$ cat config.mk
export PLATFORM = sky130hd
export DESIGN_NAME = serial_loader
export DESIGN_NICKNAME = d
export VERILOG_FILES = /design/src/rtl/hw4_pkg.sv /design/src/rtl/serial_loader.sv
export SDC_FILE = /design/constraint.sdc
export NUM_CORES = 1
export LEC_CHECK = 0
export ABC_AREA = 1
export CAP_MARGIN = 30
export CORE_MARGIN = 2
export CORE_UTILIZATION = 51
export CTS_BUF_LIST = sky130_fd_sc_hd__clkbuf_4 sky130_fd_sc_hd__clkbuf_8
export CTS_CLUSTER_SIZE = 14
export DETAILED_ROUTE_END_ITERATION = 12
export PLACE_DENSITY = 0.8
export RECOVER_POWER = 25
export SYNTH_ARGS = -nofsm -noshare
export SYNTH_HDL_FRONTEND = slang
export SYNTH_SLANG_ARGS = --single-unit
$ cat constraint.sdc
create_clock -name Clock -period 1.6 [get_ports Clock]
set_input_delay 0.24 -clock Clock [delete_from_list [all_inputs] [get_ports Clock]]
set_output_delay 0.24 -clock Clock [all_outputs]
set_load 0.05 [all_outputs]
$ cat src/rtl/hw4_pkg.sv
// Shared types and constants for the serial feed stage.
package hw4_pkg;

   typedef enum logic [1:0] {
      IDLE,
      SHIFT,
      DONE
   } loader_state_t;

   localparam int unsigned LOADER_WIDTH_DEFAULT = 8;

endpackage

$ cat src/rtl/serial_loader.sv
// Parallel-to-serial feed stage for the downstream muxdff chain.
// Accepts a word on a valid/ready handshake and shifts it out MSB-first.
// Sel_out steers the downstream cell onto the serial bit only while a bit
// is actually being consumed; otherwise the cell recirculates its D0 path.
module serial_loader
   import hw4_pkg::*;
#(
   parameter int unsigned WIDTH = LOADER_WIDTH_DEFAULT
) (
   input  logic             Clock,
   input  logic             Reset_n,
   input  logic [WIDTH-1:0] Data,
   input  logic             Load_valid,
   output logic             Load_ready,
   input  logic             Hold,
   output logic             Bit_out,
   output logic             Sel_out,
   output logic             Busy,
   output logic             Done
);

   localparam int unsigned CW = $clog2(WIDTH);

   loader_state_t    state;
   loader_state_t    state_next;
   logic [WIDTH-1:0] shreg;
   logic [CW-1:0]    count;

   // State register.
   always_ff @(posedge Clock or negedge Reset_n) begin
      if (!Reset_n) begin
         state <= IDLE;
      end else begin
         state <= state_next;
      end
   end

   // Next-state and output decode; only Sel_out looks at an input (Hold).
   always_comb begin
      state_next = state;
      Load_ready = 1'b0;
      Busy       = 1'b0;
      Done       = 1'b0;
      Sel_out    = 1'b0;
      Bit_out    = 1'b0;
      case (state)
         IDLE: begin
            Load_ready = 1'b1;
            if (Load_valid) begin
               state_next = SHIFT;
            end
         end
         SHIFT: begin
            Busy    = 1'b1;
            Bit_out = shreg[WIDTH-1];
            Sel_out = !Hold;
            if (!Hold && (count == '0)) begin
               state_next = DONE;
            end
         end
         DONE: begin
            Busy       = 1'b1;
            Done       = 1'b1;
            state_next = IDLE;
         end
         default: begin
            state_next = IDLE;
         end
      endcase
   end

   // Shift register and bit counter; both freeze while Hold stalls a shift.
   always_ff @(posedge Clock or negedge Reset_n) begin
      if (!Reset_n) begin
         shreg <= '0;
         count <= '0;
      end else begin
         case (state)
            IDLE: begin
               if (Load_valid) begin
                  shreg <= Data;
                  count <= CW'(WIDTH - 1);
               end
            end
            SHIFT: begin
               if (!Hold) begin
                  shreg <= {shreg[WIDTH-2:0], 1'b0};
                  if (count != '0) begin
                     count <= count - 1'b1;
                  end
               end
            end
            default: begin
               shreg <= shreg;
               count <= count;
            end
         endcase
      end
   end

endmodule

### Word level (Yosys, flattened, before mapping)

Index checks and enable logic that the tools add are counted.
W data, S select, Z words.

* add/subtract/negate cells: 1
* equal/unequal tests: 6
* muxes and demuxes: 15
* reductions and logical operators: 10

Operators with widths (number)
* $mux W8: 2
* $pmux W8 S2: 1
* $mux W3: 3
* $ne A2 B2 Y1 const B: 4
* $pmux W3 S2: 1
* $mux W1: 5
* $mux W2: 2
* $pmux W2 S2: 1
* $reduce_and A4 Y1: 1
* $logic_not A3 Y1: 1
* $reduce_and A3 Y1: 1
* $reduce_bool A3 Y1: 1
* $sub A3 B1 Y3 const B: 1
* $eq A2 B1 Y1 const B: 1
* $eq A2 B2 Y1 const B: 1
* $logic_not A2 Y1: 1
* $reduce_and A2 Y1: 1
* $reduce_bool A2 Y1: 1
* $reduce_or A2 Y1: 1
* $logic_and A1 B1 Y1: 1
* $logic_not A1 Y1: 1

* flip-flop bits (word level): 13
* input port bits: 12
* output and inout port bits: 5

### Logic depth before layout (Yosys ltp)

* word-level depth: 4
* depth in mapped cells: 8
* gate-level depth less buffers: 8

### Worst setup path after synthesis

OpenSTA, ideal clock, no wires.

* kind: register to output
* start: register state[1]
* end: output Sel_out
* arrival time: 1508 ps
* slack: -148 ps
* stages on the path, launching flop included: 6
* path buffers: 1
* cell sequence: dfrtp_1 > inv_1 > ha_1 > inv_2 > buf_6 > nor2_1

* word-level cells in the longest chain between the ends: 2

RTL lines
* start, declared: RTL line serial_loader.sv:24 `loader_state_t state;`
* start signal, assigned: RTL line serial_loader.sv:34 `state <= state_next;`
* $eq A2 B1 Y1: RTL line serial_loader.sv:46 `case (state)`
* $mux W1: RTL line serial_loader.sv:46
* end, declared: RTL line serial_loader.sv:17 `output logic Sel_out,`

No other way between the ends.

### Worst setup path after layout

* start: register state[1]
* end: output Bit_out

* word-level cells in the longest chain between the ends: 2

RTL lines
* $eq A2 B1 Y1: RTL line serial_loader.sv:46
* $mux W1: RTL line serial_loader.sv:46
* end, declared: RTL line serial_loader.sv:16 `output logic Bit_out,`

No other way between the ends.

==> impl_results.md <==
* Status: completed
* Core Region at roughly 1500 um2
* HP Class: in2async
* H-tree levels at 1
* Cts hold-fix bufs at 0
* Vias in the first global route at between 700 and 800
* Synthesized instance count at 110
* Synth Area per Inst at 7.177 um2
* Cell leakage power at 0.0006127 uW
* CP max FO at 8
* Synth top area cells: dfrtp_1 (41%), nand2_1 (28%), ha_1 (9.5%)
* Max-slew violations at 0
* WL final at 1802 um
* GP Congestion at around 0.76
* Clock skew at 0.001035 ns
* First-pass GRT wire length at just over 3000 um
* Vias per cell at just over 5
* Largest family of logic cells by synthesized area: simple AND/OR/NAND/NOR gates
* Worst-Margin Slew at 0.5928 ns
* Synth top area share at 0.4120
* Diodes inserted at 0
* Synth Area in XOR/XNOR at 0
* Startpoint Class: flop
* Peak supply drop at 1701 uV
* Mapped Area at 789.5 um2
* Layout cell share with drive strength beyond 1 at 0.2148
* Initial Utilization at 0.5366
* Slack of the critical path at 0.04082 ns
* Most common cell in the synthesized netlist: nand2_1
* Count of input and output buffers at 16
* Final Hold Fails at 0
* Non-filler cells, final at approximately 150
* Post-synthesis async set-or-reset flop share at 1.000
* Synth Register Bits at 13
* CTS tree: done
* Dpl cell area at 1023 um2
* Fin area at 1125 um2
* Die W at 43.35 um
* Row Count at 14
* Initial antenna violation count at 0
* TritonCTS Sinks at 13
* Num CTS Buffers at 3
* Synth cell count leaders: nand2_1 (59), dfrtp_1 (13), nand3_1 (13), inv_1 (10), ha_1 (6)
* IO Pins at 17
* Simple logic cell fraction of the synthesized area at 0.3994
* Pwr dens at 2271 nW/um2
* P&R area growth vs syn at 42.47%
* Setup violations, final at 0
* Clock slew at reported path FFs at 0.08 ns
* DRC at 0
* Area leader, netlist: dfrtp_1
* Layout Nets at 154
* Largest net degree at the start of global routing at 14
* Fmax at 641.4 MHz
* Max Root-Sink Buffers at 2
* CP endpoint kind: output pin
* Total GRT Usage at 0.2183
* Post-synth net total at 128
* Sum Neg Setup Slack at 0 ns
* Synth unique cells at 12
* Post-detail-place hpwl at 1254 um
* Routed vias at about 770
* DRT Pass-1 Iters at 4
* Tcrit/Tclk final at 0.9745
* Sequential area share after synthesis at 0.4120
* Top FF cell, synth: dfrtp_1
* EDFF count, synth at 0
* Max-slew headroom at 0.6035
* Detailed Route Iter0 Violations at 17
* DP Cell Count at about 140
* Proportion of synthesized area in mux cells at 0
* Worst Reg-to-Reg Cells at 7
* Post-route ant nets at 0
* Adder-cell share of the synthesized area at 0.09509
* Die ar. at 1879 um2
* Ys Warns at 0
* Maxcap violations at 0
* Worst EP arrival at 1.32 ns
* Root Buffer: clkbuf_4
* DR WL/cell at roughly 12 um
* Clock Latency Late Sink at 0.28 ns
* Tmin final at ~1.6 ns
* Kind of critical path: reg2out
* Die height at between 40 and 50 um
* WP data required at around 1.4 ns
* Compound-Gate Fraction of Synth Area at 0.02060
* GRT Residual Overflow at 0
* DP Worst Slack at -0.03292 ns
==> final timing paths <==
path,startpoint,to,slack (ns)
worst max-delay path,state[1],Bit_out,0.04
worst min-delay path,Reset_n,shreg[5],0.39
worst max register to register,state[0],shreg[3],0.13
worst min register to register,shreg[2],shreg[2],0.47
max in group asynchronous,Reset_n,state[0],0.79
min in group Clock,shreg[2],shreg[2],0.47
==> where the power goes <==
| part | total, uW | internal (uW) | switching, uW |
|---|---|---|---|
| registers | 606 | 496 | 110 |
| clock network | 228 | 114 | 114 |
| logic | 1720 | 722 | 999 |
==> placed cells by master (no fill, tap or decap) <==
cell type,instances
nor2_2,2
ha_4,1
inv_1,7
nand2_1,58
buf_4,6
nand2_2,1
dfrtp_1,12
clkbuf_4,4
ha_2,1
ha_1,4
buf_8,1
clkdlybuf4s50_1,10
dlygate4sd3_1,1
inv_2,4
dfrtp_2,1
buf_12,5
nand4_1,1
nor2_4,1
nand3_1,13
nand2_4,1
o21ai_4,1
==> stage by stage <==
step	util	hold WS (ns)	total power, uW
2_1_floorplan	-	-0.05559	1643
3_3_place_gp	0.6956	0.4553	2081
3_5_place_dp	0.6956	0.4593	2147
4_1_cts	0.7364	0.3436	2448
5_1_grt	0.7645	0.4557	2780
6_report	0.7645	0.3925	2555
==> layer usage <==
metal	wire length, um	GRT usage
met1	770	0.2703
met2	940	0.3851
met3	64	0.03750
met4	27	0.07273
met5	0	0
==> cell type report <==
type                       instances  area, um2
inverter                          11      41.29
sequential                        13      326.6
fill                             104      346.6
timing repair buffer              23      270.3
multi-input combinational         84      436.7
tap                               16      20.02
clock buffer                       4      30.03
==> state kept, by name, indices dropped and copies added, names as in the netlist <==
register	flops
shreg	8
count	3
state	2
==> logic make-up (layout without fill, tap and decap cells) <==
logic type               Yosys count  count (layout)
flip-flops                        13              13
buffers and inverters             13              38
AND/OR/NAND/NOR                   77              77
AO/OA/AOI/OAI                      1               1
adder cells (fa/ha/maj)            6               6
==> timing repair <==
action / CTS / global route
resized for setup: 6 / 6
buffers inserted: 1 / 4
setup endpoints to repair: 2 / 16
==> critical path: stages, from the launching register on <==
cell and delay, ns:
dfrtp_1 0.41, inv_2 0.11, ha_4 0.16, buf_8 0.12
nand2_2 0.05, inv_2 0.06, buf_12 0.13
Note: power is estimated with default switching activity, not from simulation.
